===== src/rtl/pxi_wr_regbank_if.sv =====
// PXI write-side bus: asynchronous write strobe plus the address/data it qualifies.
// The backplane model drives the master side and the register bank receives on the slave side.
interface pxi_wr_regbank_if #(
    parameter int ADDR_W = 4,
    parameter int DATA_W = 16
);
    logic              pxi_wr;
    logic [ADDR_W-1:0] pxi_addr;
    logic [DATA_W-1:0] pxi_data;

    modport master (output pxi_wr, output pxi_addr, output pxi_data);
    modport slave  (input  pxi_wr, input  pxi_addr, input  pxi_data);
endinterface


===== src/rtl/pxi_wr_regbank.sv =====
// PXI write capture into a clk-domain register bank with per-register update pulses.
// Optional macro PXI_WR_FILTER_EN inserts a FILT_CYC-clock glitch filter after the strobe synchroniser.
//
// state    | meaning
// IDLE     | waiting for the synchronised strobe to go high; bus is latched on exit
// CAPT     | addr_r/data_r hold the latched bus; the commit edge ends this state
// COMMIT   | register bank already shows the new value; reg_upd is issued on exit
// WAIT_LOW | write done, waiting for the strobe to drop so one strobe gives one write
module pxi_wr_regbank #(
    parameter int              DATA_W      = 16,
    parameter int              ADDR_W      = 4,
    parameter int              NUM_REGS    = 12,
    parameter int              SYNC_STAGES = 2,
    parameter int              FILT_CYC    = 3,
    parameter logic [DATA_W-1:0] RST_VAL   = '0
) (
    input  logic                       clk,
    input  logic                       rst_n,
    pxi_wr_regbank_if.slave            pxi,
    input  logic                       err_clr,
    output logic [NUM_REGS*DATA_W-1:0] reg_q,
    output logic [NUM_REGS-1:0]        reg_upd,
    output logic                       busy,
    output logic                       err_addr,
    output logic [15:0]                wr_cnt
);

    if (SYNC_STAGES < 2) begin : g_chk_sync
        $error("pxi_wr_regbank: SYNC_STAGES must be at least 2");
    end
    if (NUM_REGS > (1 << ADDR_W)) begin : g_chk_regs
        $error("pxi_wr_regbank: NUM_REGS exceeds the address space");
    end
    if (FILT_CYC < 1) begin : g_chk_filt
        $error("pxi_wr_regbank: FILT_CYC must be at least 1");
    end

    typedef enum logic [1:0] {
        IDLE     = 2'd0,
        CAPT     = 2'd1,
        COMMIT   = 2'd2,
        WAIT_LOW = 2'd3
    } state_t;

    state_t            state;
    state_t            state_nxt;
    logic [SYNC_STAGES-1:0] sync_q;
    logic              wr_s;
    logic              wr_f;
    logic              cap_en;
    logic              commit_en;
    logic              upd_en;
    logic              addr_ok;
    logic [ADDR_W-1:0] addr_r;
    logic [DATA_W-1:0] data_r;
    logic [DATA_W-1:0] regs [NUM_REGS];

    always_ff @(posedge clk or negedge rst_n) begin
        if (!rst_n) begin
            sync_q <= '0;
        end else begin
            sync_q <= {sync_q[SYNC_STAGES-2:0], pxi.pxi_wr};
        end
    end

    assign wr_s = sync_q[SYNC_STAGES-1];

`ifdef PXI_WR_FILTER_EN
    localparam int FCNT_W = $clog2(FILT_CYC + 1);
    localparam logic [FCNT_W-1:0] FCNT_LOAD = FCNT_W'(FILT_CYC - 1);

    logic [FCNT_W-1:0] filt_cnt;
    logic              filt_q;

    // down-counter restarts whenever wr_s agrees with the filtered level
    always_ff @(posedge clk or negedge rst_n) begin
        if (!rst_n) begin
            filt_q   <= 1'b0;
            filt_cnt <= FCNT_LOAD;
        end else if (wr_s == filt_q) begin
            filt_cnt <= FCNT_LOAD;
        end else if (filt_cnt == '0) begin
            filt_q   <= wr_s;
            filt_cnt <= FCNT_LOAD;
        end else begin
            filt_cnt <= filt_cnt - 1'b1;
        end
    end

    assign wr_f = filt_q;
`else
    assign wr_f = wr_s;
`endif

    always_ff @(posedge clk or negedge rst_n) begin
        if (!rst_n) begin
            state <= IDLE;
        end else begin
            state <= state_nxt;
        end
    end

    always_comb begin
        state_nxt = state;
        cap_en    = 1'b0;
        commit_en = 1'b0;
        upd_en    = 1'b0;
        case (state)
            IDLE: begin
                if (wr_f) begin
                    cap_en    = 1'b1;
                    state_nxt = CAPT;
                end
            end
            CAPT: begin
                commit_en = 1'b1;
                state_nxt = COMMIT;
            end
            COMMIT: begin
                upd_en    = 1'b1;
                state_nxt = WAIT_LOW;
            end
            WAIT_LOW: begin
                if (!wr_f) begin
                    state_nxt = IDLE;
                end
            end
            default: state_nxt = IDLE;
        endcase
    end

    // extra MSB keeps the compare correct when NUM_REGS == 2**ADDR_W
    assign addr_ok = ({1'b0, addr_r} < (ADDR_W+1)'(NUM_REGS));

    always_ff @(posedge clk or negedge rst_n) begin
        if (!rst_n) begin
            addr_r   <= '0;
            data_r   <= '0;
            wr_cnt   <= '0;
            err_addr <= 1'b0;
            reg_upd  <= '0;
            for (int i = 0; i < NUM_REGS; i++) begin
                regs[i] <= RST_VAL;
            end
        end else begin
            if (cap_en) begin
                addr_r <= pxi.pxi_addr;
                data_r <= pxi.pxi_data;
            end

            if (commit_en && addr_ok) begin
                wr_cnt <= wr_cnt + 16'd1;
                for (int i = 0; i < NUM_REGS; i++) begin
                    if (addr_r == ADDR_W'(i)) begin
                        regs[i] <= data_r;
                    end
                end
            end

            // a new error wins over a simultaneous clear
            if (commit_en && !addr_ok) begin
                err_addr <= 1'b1;
            end else if (err_clr) begin
                err_addr <= 1'b0;
            end

            for (int i = 0; i < NUM_REGS; i++) begin
                reg_upd[i] <= upd_en && addr_ok && (addr_r == ADDR_W'(i));
            end
        end
    end

    for (genvar g = 0; g < NUM_REGS; g++) begin : g_reg_q
        assign reg_q[g*DATA_W +: DATA_W] = regs[g];
    end

    assign busy = (state != IDLE);

endmodule


===== src/flat_wrapper.sv =====
// flat-port wrapper written by rule: the top's interface ports become plain ports
module pxi_wr_regbank_flat 
#(
    parameter int              DATA_W      = 16,
    parameter int              ADDR_W      = 4,
    parameter int              NUM_REGS    = 12,
    parameter int              SYNC_STAGES = 2,
    parameter int              FILT_CYC    = 3,
    parameter logic [DATA_W-1:0] RST_VAL   = '0
)
  (clk, rst_n, err_clr, reg_q, reg_upd, busy, err_addr, wr_cnt, pxi_pxi_wr, pxi_pxi_addr, pxi_pxi_data);
  pxi_wr_regbank_if #(.ADDR_W(ADDR_W), .DATA_W(DATA_W)) pxi_i ();
  input  logic clk;
  input  logic rst_n;
  input  logic err_clr;
  output logic [NUM_REGS*DATA_W-1:0] reg_q;
  output logic [NUM_REGS-1:0] reg_upd;
  output logic busy;
  output logic err_addr;
  output logic [15:0] wr_cnt;
  input wire logic [$bits(pxi_i.pxi_wr)-1:0] pxi_pxi_wr;
  input wire logic [$bits(pxi_i.pxi_addr)-1:0] pxi_pxi_addr;
  input wire logic [$bits(pxi_i.pxi_data)-1:0] pxi_pxi_data;
  assign pxi_i.pxi_wr = pxi_pxi_wr;
  assign pxi_i.pxi_addr = pxi_pxi_addr;
  assign pxi_i.pxi_data = pxi_pxi_data;
  pxi_wr_regbank #(.DATA_W(DATA_W), .ADDR_W(ADDR_W), .NUM_REGS(NUM_REGS), .SYNC_STAGES(SYNC_STAGES), .FILT_CYC(FILT_CYC), .RST_VAL(RST_VAL)) u_core (.clk(clk), .rst_n(rst_n), .pxi(pxi_i), .err_clr(err_clr), .reg_q(reg_q), .reg_upd(reg_upd), .busy(busy), .err_addr(err_addr), .wr_cnt(wr_cnt));
endmodule

===== config.mk =====
export PLATFORM = sky130hd
export DESIGN_NAME = pxi_wr_regbank_flat
export DESIGN_NICKNAME = d
export VERILOG_FILES = /design/src/rtl/pxi_wr_regbank_if.sv /design/src/rtl/pxi_wr_regbank.sv /design/src/flat_wrapper.sv
export SDC_FILE = /design/constraint.sdc
export NUM_CORES = 1
export LEC_CHECK = 0
export ABC_CLOCK_PERIOD_IN_PS = 2050
export CAP_MARGIN = 20
export CORE_UTILIZATION = 45
export CTS_BUF_LIST = sky130_fd_sc_hd__clkbuf_8
export CTS_CLUSTER_DIAMETER = 120
export DETAILED_ROUTE_END_ITERATION = 8
export PLACE_DENSITY = 0.89
export SYNTH_ARGS = -nofsm -noshare
export SYNTH_HDL_FRONTEND = slang
export SYNTH_SLANG_ARGS = --single-unit
export TNS_END_PERCENT = 100

===== constraint.sdc =====
create_clock -name clk -period 2.05 [get_ports clk]
set_clock_uncertainty 0.05 [all_clocks]
set_input_delay 0.3075 -clock clk [delete_from_list [all_inputs] [get_ports clk]]
set_output_delay 0.3075 -clock clk [all_outputs]
set_load 0.05 [all_outputs]

== Word level (Yosys, flattened, before mapping) ==
Index checks and enable logic that the tools add are counted.

* Flip-flop bits (word level): 245
* Output and inout port bits: 222
* Word-level logic and storage cells: 79

* Add/sub/neg operators: 1
* Order comparisons: 1
* Equality and inequality tests: 16
* Mux-type cells: 9
* Reductions and logical operators: 33

{| class="wikitable"
|+ Operators by type and width
! cell !! count
|-
| $reduce_and A2 Y1 || 13
|-
| $add A16 B1 Y16 const B || 1
|-
| $eq A4 B3 Y1 const B || 4
|-
| $eq A4 B4 Y1 const B || 4
|-
| $logic_and A1 B1 Y1 || 15
|-
| $eq A4 B2 Y1 const B || 2
|-
| $pmux W2 S4 || 1
|-
| $mux W1 || 6
|-
| $eq A2 B2 Y1 const B || 2
|-
| $eq A4 B1 Y1 const B || 1
|-
| $logic_not A4 Y1 || 1
|-
| $lt A4 B4 Y1 const B || 1
|-
| $mux W2 || 2
|-
| $reduce_bool A2 Y1 || 2
|-
| $eq A2 B1 Y1 const B || 1
|-
| $logic_not A2 Y1 || 1
|-
| $ne A2 B1 Y1 const B || 1
|-
| $ne A2 B2 Y1 const B || 1
|-
| $logic_not A1 Y1 || 1
|}

== Longest topological paths before layout ==
Gate-level depths: netlist (run 1).

* Depth in word-level cells: 4
* Depth in mapped cells: 7

== Worst setup path before layout (run 1) ==
No wires, ideal clock.

* Path kind: reg-to-reg
* Start point: reg u_core.state[1]
* End point: reg u_core.wr_cnt[15]
* Library setup time: 0.082 ns
* Data arrival time: 1.937 ns
* Data required time: 1.918 ns
* Slack: -0.018 ns
* Cell stages (with the launch flop): 8
* Buffers on the path: 1
* Clock period less this slack: 2.068 ns
* Cells stage by stage: dfrtp_1 > inv_1 > ha_1 > a21bo_4 > or4_4 > buf_6 > nor4_4 > xor2_1

* Cells in the longest elaborated chain, start to end: 3

{| class="wikitable"
|+ RTL lines
! what !! line !! text
|-
| from (decl) || pxi_wr_regbank.sv:45 || <nowiki>state_t state;</nowiki>
|-
| from (signal assigned) || pxi_wr_regbank.sv:99 || <nowiki>state <= state_nxt;</nowiki>
|-
| $eq A2 B1 Y1 || pxi_wr_regbank.sv:108 || <nowiki>case (state)</nowiki>
|-
| $mux W1 || pxi_wr_regbank.sv:108 ||
|-
| $logic_and A1 B1 Y1 || pxi_wr_regbank.sv:151 || <nowiki>if (commit_en && addr_ok) begin</nowiki>
|-
| to (signal assigned) || pxi_wr_regbank.sv:152 || <nowiki>wr_cnt <= wr_cnt + 16'd1;</nowiki>
|-
| to (decl) || pxi_wr_regbank.sv:25 || <nowiki>output logic [15:0] wr_cnt</nowiki>
|}

Every way passes these cells.
A chain may end at the register's enable or synchronous reset.

== Final worst setup path (run 1) ==
* Start point: reg u_core.reg_upd[3]
* End point: out reg_upd[3]

{| class="wikitable"
|+ RTL lines
! what !! line !! text
|-
| from (decl) || pxi_wr_regbank.sv:22 || <nowiki>output logic [NUM_REGS-1:0] reg_upd,</nowiki>
|-
| from (signal, indexed assignment) || pxi_wr_regbank.sv:168 || <nowiki>reg_upd[i] <= upd_en && addr_ok && (addr_r == ADDR_W'(i));</nowiki>
|-
| to (decl) || flat_wrapper.sv:17 || <nowiki>output logic [NUM_REGS-1:0] reg_upd;</nowiki>
|}

No word-level cell between the ends.

==> impl_metrics.toml, run 1 <==
[placed_design]
gp_weighted_congestion = 0.8204
io_buffer_count = 245
dpl.hpwl_mm = 16.36

[clock_tree]
clock_tree_from_tritoncts = "done"
numClockSinks = 245
master_cell_of_the_clock_root_buffer = "clkbuf_8"
cts_buffers = 40
clock_path_buffers = 3
clock_transition_at_path_regs_ns = 0.06
post_cts_buffers = 0
ctsHtreeMaxLevel = 2
clk_latency_ns = 0.53

[min_path]
timing.hold.worst_endpoint = "u_core.sync_q[0]"
holdCritStartpoint = "pxi_pxi_wr"
hold_path.class = "in2reg"
count_of_cells_along_the_worst_hold_path = 1

[cells_and_area]
layout.area.seq_um2 = 6131
mostFrequentLayoutCells = "dfrtp_1, mux2_2, dlygate4sd2_1"
area_growth_pct = 38.73
nFillCells = 1596
mostFrequentLayoutCell = "dfrtp_1"
multi_input_area_um2 = 3029
nNetsFinal = 902
layout-drive-gt1-share = 0.3456

[grt]
antenna_found_initial = 1
layer_with_the_highest_usage = "met2"
grt_first_pass_wirelength_mm = 36.57
grt_remaining_overflow = 0
grt_use_met1 = 0.2701
grtUsageMet2 = 0.3821
global_route.usage.total = 0.2240
via_count_of_the_first_global_routing_pass = 6365
maximum_number_of_pins_on_one_net_before_global_route_repair = 65
gr_met3_demand_resource = 0.05455

[detailed_routing]
drt_iter0_drc = 176
detail_route.vias_per_cell = 5.091
remaining_drc_errors = 0
drt.antenna.violating_nets = 0
first_pass_iters = 4
wirelength_mm = 23.39
routed_wire_length_per_instance_um = 19.97
via_count = 5961

[floorplan]
die_width_um = 146.0
floorplan.die.height_um = 146.0
dieArea_um2 = 21310
ioPinCount = 246
std_cell_rows = 52
core_region_area_um2 = 20300
floorplan.initialDensity = 0.4595

[sta]
timing.final.crit_share = 0.9803
timing.final.crit_period_ns = 2.010
peak_clock_frequency_supported_by_timing_mhz = 497.6
tightestPinTransition_ns = 0.5891
report.final.hold_viol_count = 0
tns_ns = 0
rsz0062_at_grt = "false"
slew_viol_final = 0
worst_slew_margin_rel = 0.6073
report.final.setup_viol = 0

[worst_setup_path]
crit_path_cell_trace = "clkdlybuf4s50_1"
cp_slowest_stage_delay_ns = 0.80
critical_path.n_buffers_inverters = 1
crit_type = "reg2out"
critPathLaunchType = "flop"
reg2regPathDepth = 6
critPathTopFamily = "buffers and inverters"
path_max_fanout = 1
worstSetupEndpointType = "output pin"
r2r_setup_slack_ns = 0.05
arrival_time_at_the_worst_endpoint_ns = 1.65
timing.critical_path.slowest_stage_cell = "clkdlybuf4s50_1"
crit-reg2reg-capture = "u_core.wr_cnt[15]"
critical_path.reg2reg.startpoint = "u_core.state[1]"
crit_required_ns = 1.69

[logic_synthesis]
synth_area_per_cell_um2 = 15.57
yosys_warnings = 0
ys_seq_area_frac = 0.6573
netlist-cell-type-count = 28
ys_seq_elements = 245
synth_nets = 628
mapped_area_um2 = 9328
netlist_instances = 599

[flow_run]
max-cap-violations = 0

[run_status]
result_of_the_run = "complete, no violations"
-- stage by stage --
stage                     cells  instance area [um2]  hold slack [ns]    util  setup slack [ns]
after floorplan             599                 9330         -0.03809       -          0.004654
after global placement     1100                12310           0.2496  0.6062           0.07706
after detailed placement   1100                12310           0.2547  0.6062          0.009326
after CTS                  1170                12880           0.1536  0.6347         0.0003028
after global routing       1171                12940           0.1473  0.6375          0.002418
final                      1171                12940           0.1842  0.6375           0.04037
-- timing repair --
item / 4_1_cts / 5_1_grt
gates cloned: 0 / 0
pin swaps: 2 / 1
hold endpoints to repair: 56 / 0
endpoints found under the setup margin: 199 / 33
hold buffers: 1 / 0
gates resized for setup: 198 / 20
-- metal layers --
metal / wire, um / share of wire / up-vias
met3: 1284 / 0.055 / 53
met4: 865 / 0.037 / 0
li1: - / - / 2630
met1: 9400 / 0.40 / 3091
met2: 11840 / 0.51 / 187
met5: 0 / 0 / -
-- how the worst max path moves through the flow --
stage / startpoint / to / slack, ns / cells past startpoint
floorplan: u_core.state[1] / u_core.wr_cnt[15] / 0.005 / 7
global placement: u_core.state[1] / u_core.wr_cnt[15] / 0.08 / 6
detailed placement: u_core.state[1] / u_core.wr_cnt[15] / 0.009 / 6
CTS: u_core.reg_q[185] / reg_q[185] / 0.0003 / 1
global route: u_core.reg_upd[3] / reg_upd[3] / 0.002 / 1
finish: u_core.reg_upd[3] / reg_upd[3] / 0.04 / 1
-- registers in the layout (all words and copies together), names as in the netlist --
signal and cells:
u_core.err_addr 1, u_core.addr_r 4, u_core.wr_cnt 16, u_core.state 2, u_core.reg_upd 12, u_core.reg_q 192, u_core.sync_q 2, u_core.data_r 16
-- kinds of logic (layout without fill, tap and decap cells) --
family / after synthesis / in the layout / share of synthesized area
other cells: 0 / 1 / 0
flops: 245 / 245 / 0.6573
fa+ha+maj: 5 / 5 / 0.006707
buf+inv: 45 / 346 / 0.02066
xor+xnor: 15 / 15 / 0.01408
mux: 213 / 213 / 0.2570
compound gates: 5 / 5 / 0.004428
simple gates: 71 / 71 / 0.03984
-- cell usage after synthesis --
master / number / share of area
mux2i_1: 1 / 0.0011
ha_1: 5 / 0.0067
nor2b_1: 1 / 0.00067
dfrtp_1: 245 / 0.66
nand3_1: 8 / 0.0043
o21ai_0: 2 / 0.0011
nor2_1: 19 / 0.0076
nor3b_1: 2 / 0.0016
buf_2: 13 / 0.0070
nand3b_1: 3 / 0.0024
nand2_1: 16 / 0.0064
buf_6: 1 / 0.0012
clkbuf_1: 25 / 0.010
a21boi_0: 1 / 0.00081
inv_1: 6 / 0.0024
a21bo_4: 1 / 0.0017
xnor2_1: 9 / 0.0085
nand2b_1: 8 / 0.0054
xor2_1: 6 / 0.0056
nor3_1: 6 / 0.0032
or4_4: 1 / 0.0012
nor4_1: 1 / 0.00067
or2_2: 2 / 0.0013
mux2_2: 212 / 0.26
nand4_1: 2 / 0.0013
a211oi_1: 1 / 0.00081
nor3b_2: 1 / 0.0013
nor4_4: 1 / 0.0023
-- final cells by class --
class / count / share of cell area
sequential: 245 / 0.4738
multi-input combinational: 309 / 0.2341
timing repair buffer: 271 / 0.2009
clock buffer: 48 / 0.05105
tap: 270 / 0.02611
clock inverter: 21 / 0.01209
inverter: 6 / 0.001740
antenna: 1 / 0.0001934
Power of run 1 is not shown: default switching activity piles up to over one toggle a cycle in this logic, so the estimate is an artifact.
==> run 2, diff against run 1 <==
- ABC_AREA: default -> 0
==> results of run 2 <==
Same layout as run 1: the final DEF is identical, and so are final timing and power.
Power of run 2 is left out for the same reason.
==> run 3, diff against run 2 <==
- PLACE_DENSITY: 0.89 -> 0.74
==> run 3 against run 2 <==
- global-route usage shrank 0.065 points
- final cell count grew 0.85%
- first-iteration DRC count grew 2.8%
- core utilization grew 0.51 points
- register-to-register slack is essentially flat
- flip-flop and latch count is the same
- worst setup slack gained 0.0031 ns
- final area grew 0.80%
- routed wire length shrank 0.71%
- die area is the same
- non-clock buffer count grew 7
- sequential share of layout area shrank 0.38 points
- largest cell class unchanged
==> impl_metrics.toml, run 3 (synthesis gave the netlist of run 1 again) <==
[run_status]
result_of_the_run = "complete, no violations"

[min_path]
hold_path.class = "in2reg"

[grt]
layer_with_the_highest_usage = "met2"
via_count_of_the_first_global_routing_pass = 6528
antenna_found_initial = 0
grt_use_met1 = 0.2648
maximum_number_of_pins_on_one_net_before_global_route_repair = 64
global_route.usage.total = 0.2233
grt_remaining_overflow = 0
grtUsageMet2 = 0.3861
grt_first_pass_wirelength_mm = 36.85
gr_met3_demand_resource = 0.05486

[floorplan]
floorplan.initialDensity = 0.4595
ioPinCount = 246
dieArea_um2 = 21310
core_region_area_um2 = 20300
std_cell_rows = 52
floorplan.die.height_um = 146.0
die_width_um = 146.0

[detailed_routing]
first_pass_iters = 4
routed_wire_length_per_instance_um = 19.66
drt_iter0_drc = 181
drt.antenna.violating_nets = 0
detail_route.vias_per_cell = 5.008
wirelength_mm = 23.22
remaining_drc_errors = 0
via_count = 5915

[cells_and_area]
layout-drive-gt1-share = 0.3535
mostFrequentLayoutCells = "dfrtp_1, mux2_2, dlygate4sd2_1"
largest_register_ffs = 192
mostFrequentLayoutCell = "dfrtp_1"
antenna-diode-count = 0
area_growth_pct = 39.84
nNetsFinal = 911
nFillCells = 1613

[worst_setup_path]
crit_type = "reg2out"
cp_slowest_stage_delay_ns = 0.80
arrival_time_at_the_worst_endpoint_ns = 1.65
path_max_fanout = 1
r2r_setup_slack_ns = 0.06
worstSetupEndpointType = "output pin"
critPathTopFamily = "buffers and inverters"
timing.critical_path.slowest_stage_cell = "clkdlybuf4s50_1"
crit_path_cell_trace = "clkdlybuf4s50_1"
critPathLaunchType = "flop"
critical_path.n_buffers_inverters = 1
crit_required_ns = 1.69

[sta]
timing.final.crit_share = 0.9788
worst_hold_slack_ns = 0.1940
worst_slew_margin_rel = 0.5849
tns_ns = 0
report.final.setup_viol = 0
slew_viol_final = 0
tightestPinTransition_ns = 0.6226
report.final.hold_viol_count = 0
rsz0062_at_grt = "false"
timing.final.crit_period_ns = 2.007
peak_clock_frequency_supported_by_timing_mhz = 498.4

[clock_tree]
clk_latency_ns = 0.53
clock_tree_from_tritoncts = "done"
clock_path_buffers = 3
master_cell_of_the_clock_root_buffer = "clkbuf_8"
cts_buffers = 42
numClockSinks = 245
clock_transition_at_path_regs_ns = 0.06
ctsHtreeMaxLevel = 2

[placed_design]
dpl.hpwl_mm = 16.55
io_buffer_count = 245
gp_weighted_congestion = 0.8409

[flow_run]
max-cap-violations = 0
==> run 3: changes by cell type in the layout (fill, tap and decap cells not counted), sizes merged <==
cell / delta
clkinv: -2
clkbuf: +10
diode: -1
dlymetal6s2s: -3
bufinv: -1
buf: +7
dlygate4sd2: +1
inv: -3
clkdlybuf4s50: +2
==> run 3: area by class of cell <==
type                    instances  area, um2  share of cell area
multi-input cells             309       3034              0.2326
clock inverters                15      88.84            0.006811
repair buffers                278       2631              0.2017
flip-flops and latches        245       6131              0.4700
well taps                     270      337.8             0.02590
clock buffers                  58      798.3             0.06120
inverters                       6      22.52            0.001727
==> run 3: repair_timing <==
item / 4_1_cts / 5_1_grt
gates resized for setup: 200 / 18
hold endpoints to repair: 55 / 0
setup endpoints to repair: 201 / 19
hold buffers: 1 / 0
pin swaps: 0 / 1
buffers inserted: 0 / 3
==> run 3: path summary, 6_finish.rpt <==
check	endpoint	cells after the start	startpoint
setup / recovery	reg_upd[6]	1	u_core.reg_upd[6]
hold reg to reg	u_core.sync_q[1]	0	u_core.sync_q[0]
max in group asynchronous	u_core.reg_q[96]	3	rst_n
hold / removal	u_core.sync_q[0]	1	pxi_pxi_wr
setup reg to reg	u_core.wr_cnt[15]	6	u_core.state[1]
min in group asynchronous	u_core.reg_q[169]	2	rst_n
==> run 3: metrics by stage <==
stage	util	std cells	instance area, um2	worst slack (ns)
global placement	0.6068	1104	12320	0.04414
global route	0.6426	1181	13040	0.001092
floorplan	-	599	9330	0.004654
finish	0.6426	1181	13040	0.04344
detailed placement	0.6068	1104	12320	-0.01390
CTS	0.6392	1178	12980	0.0001525
==> run 3: per-layer routing <==
layer	share of wire	vias up
li1	-	2632
met1	0.40	3037
met2	0.51	192
met3	0.053	54
met4	0.037	0
met5	0	-
Power of run 3 is left out for the same reason.
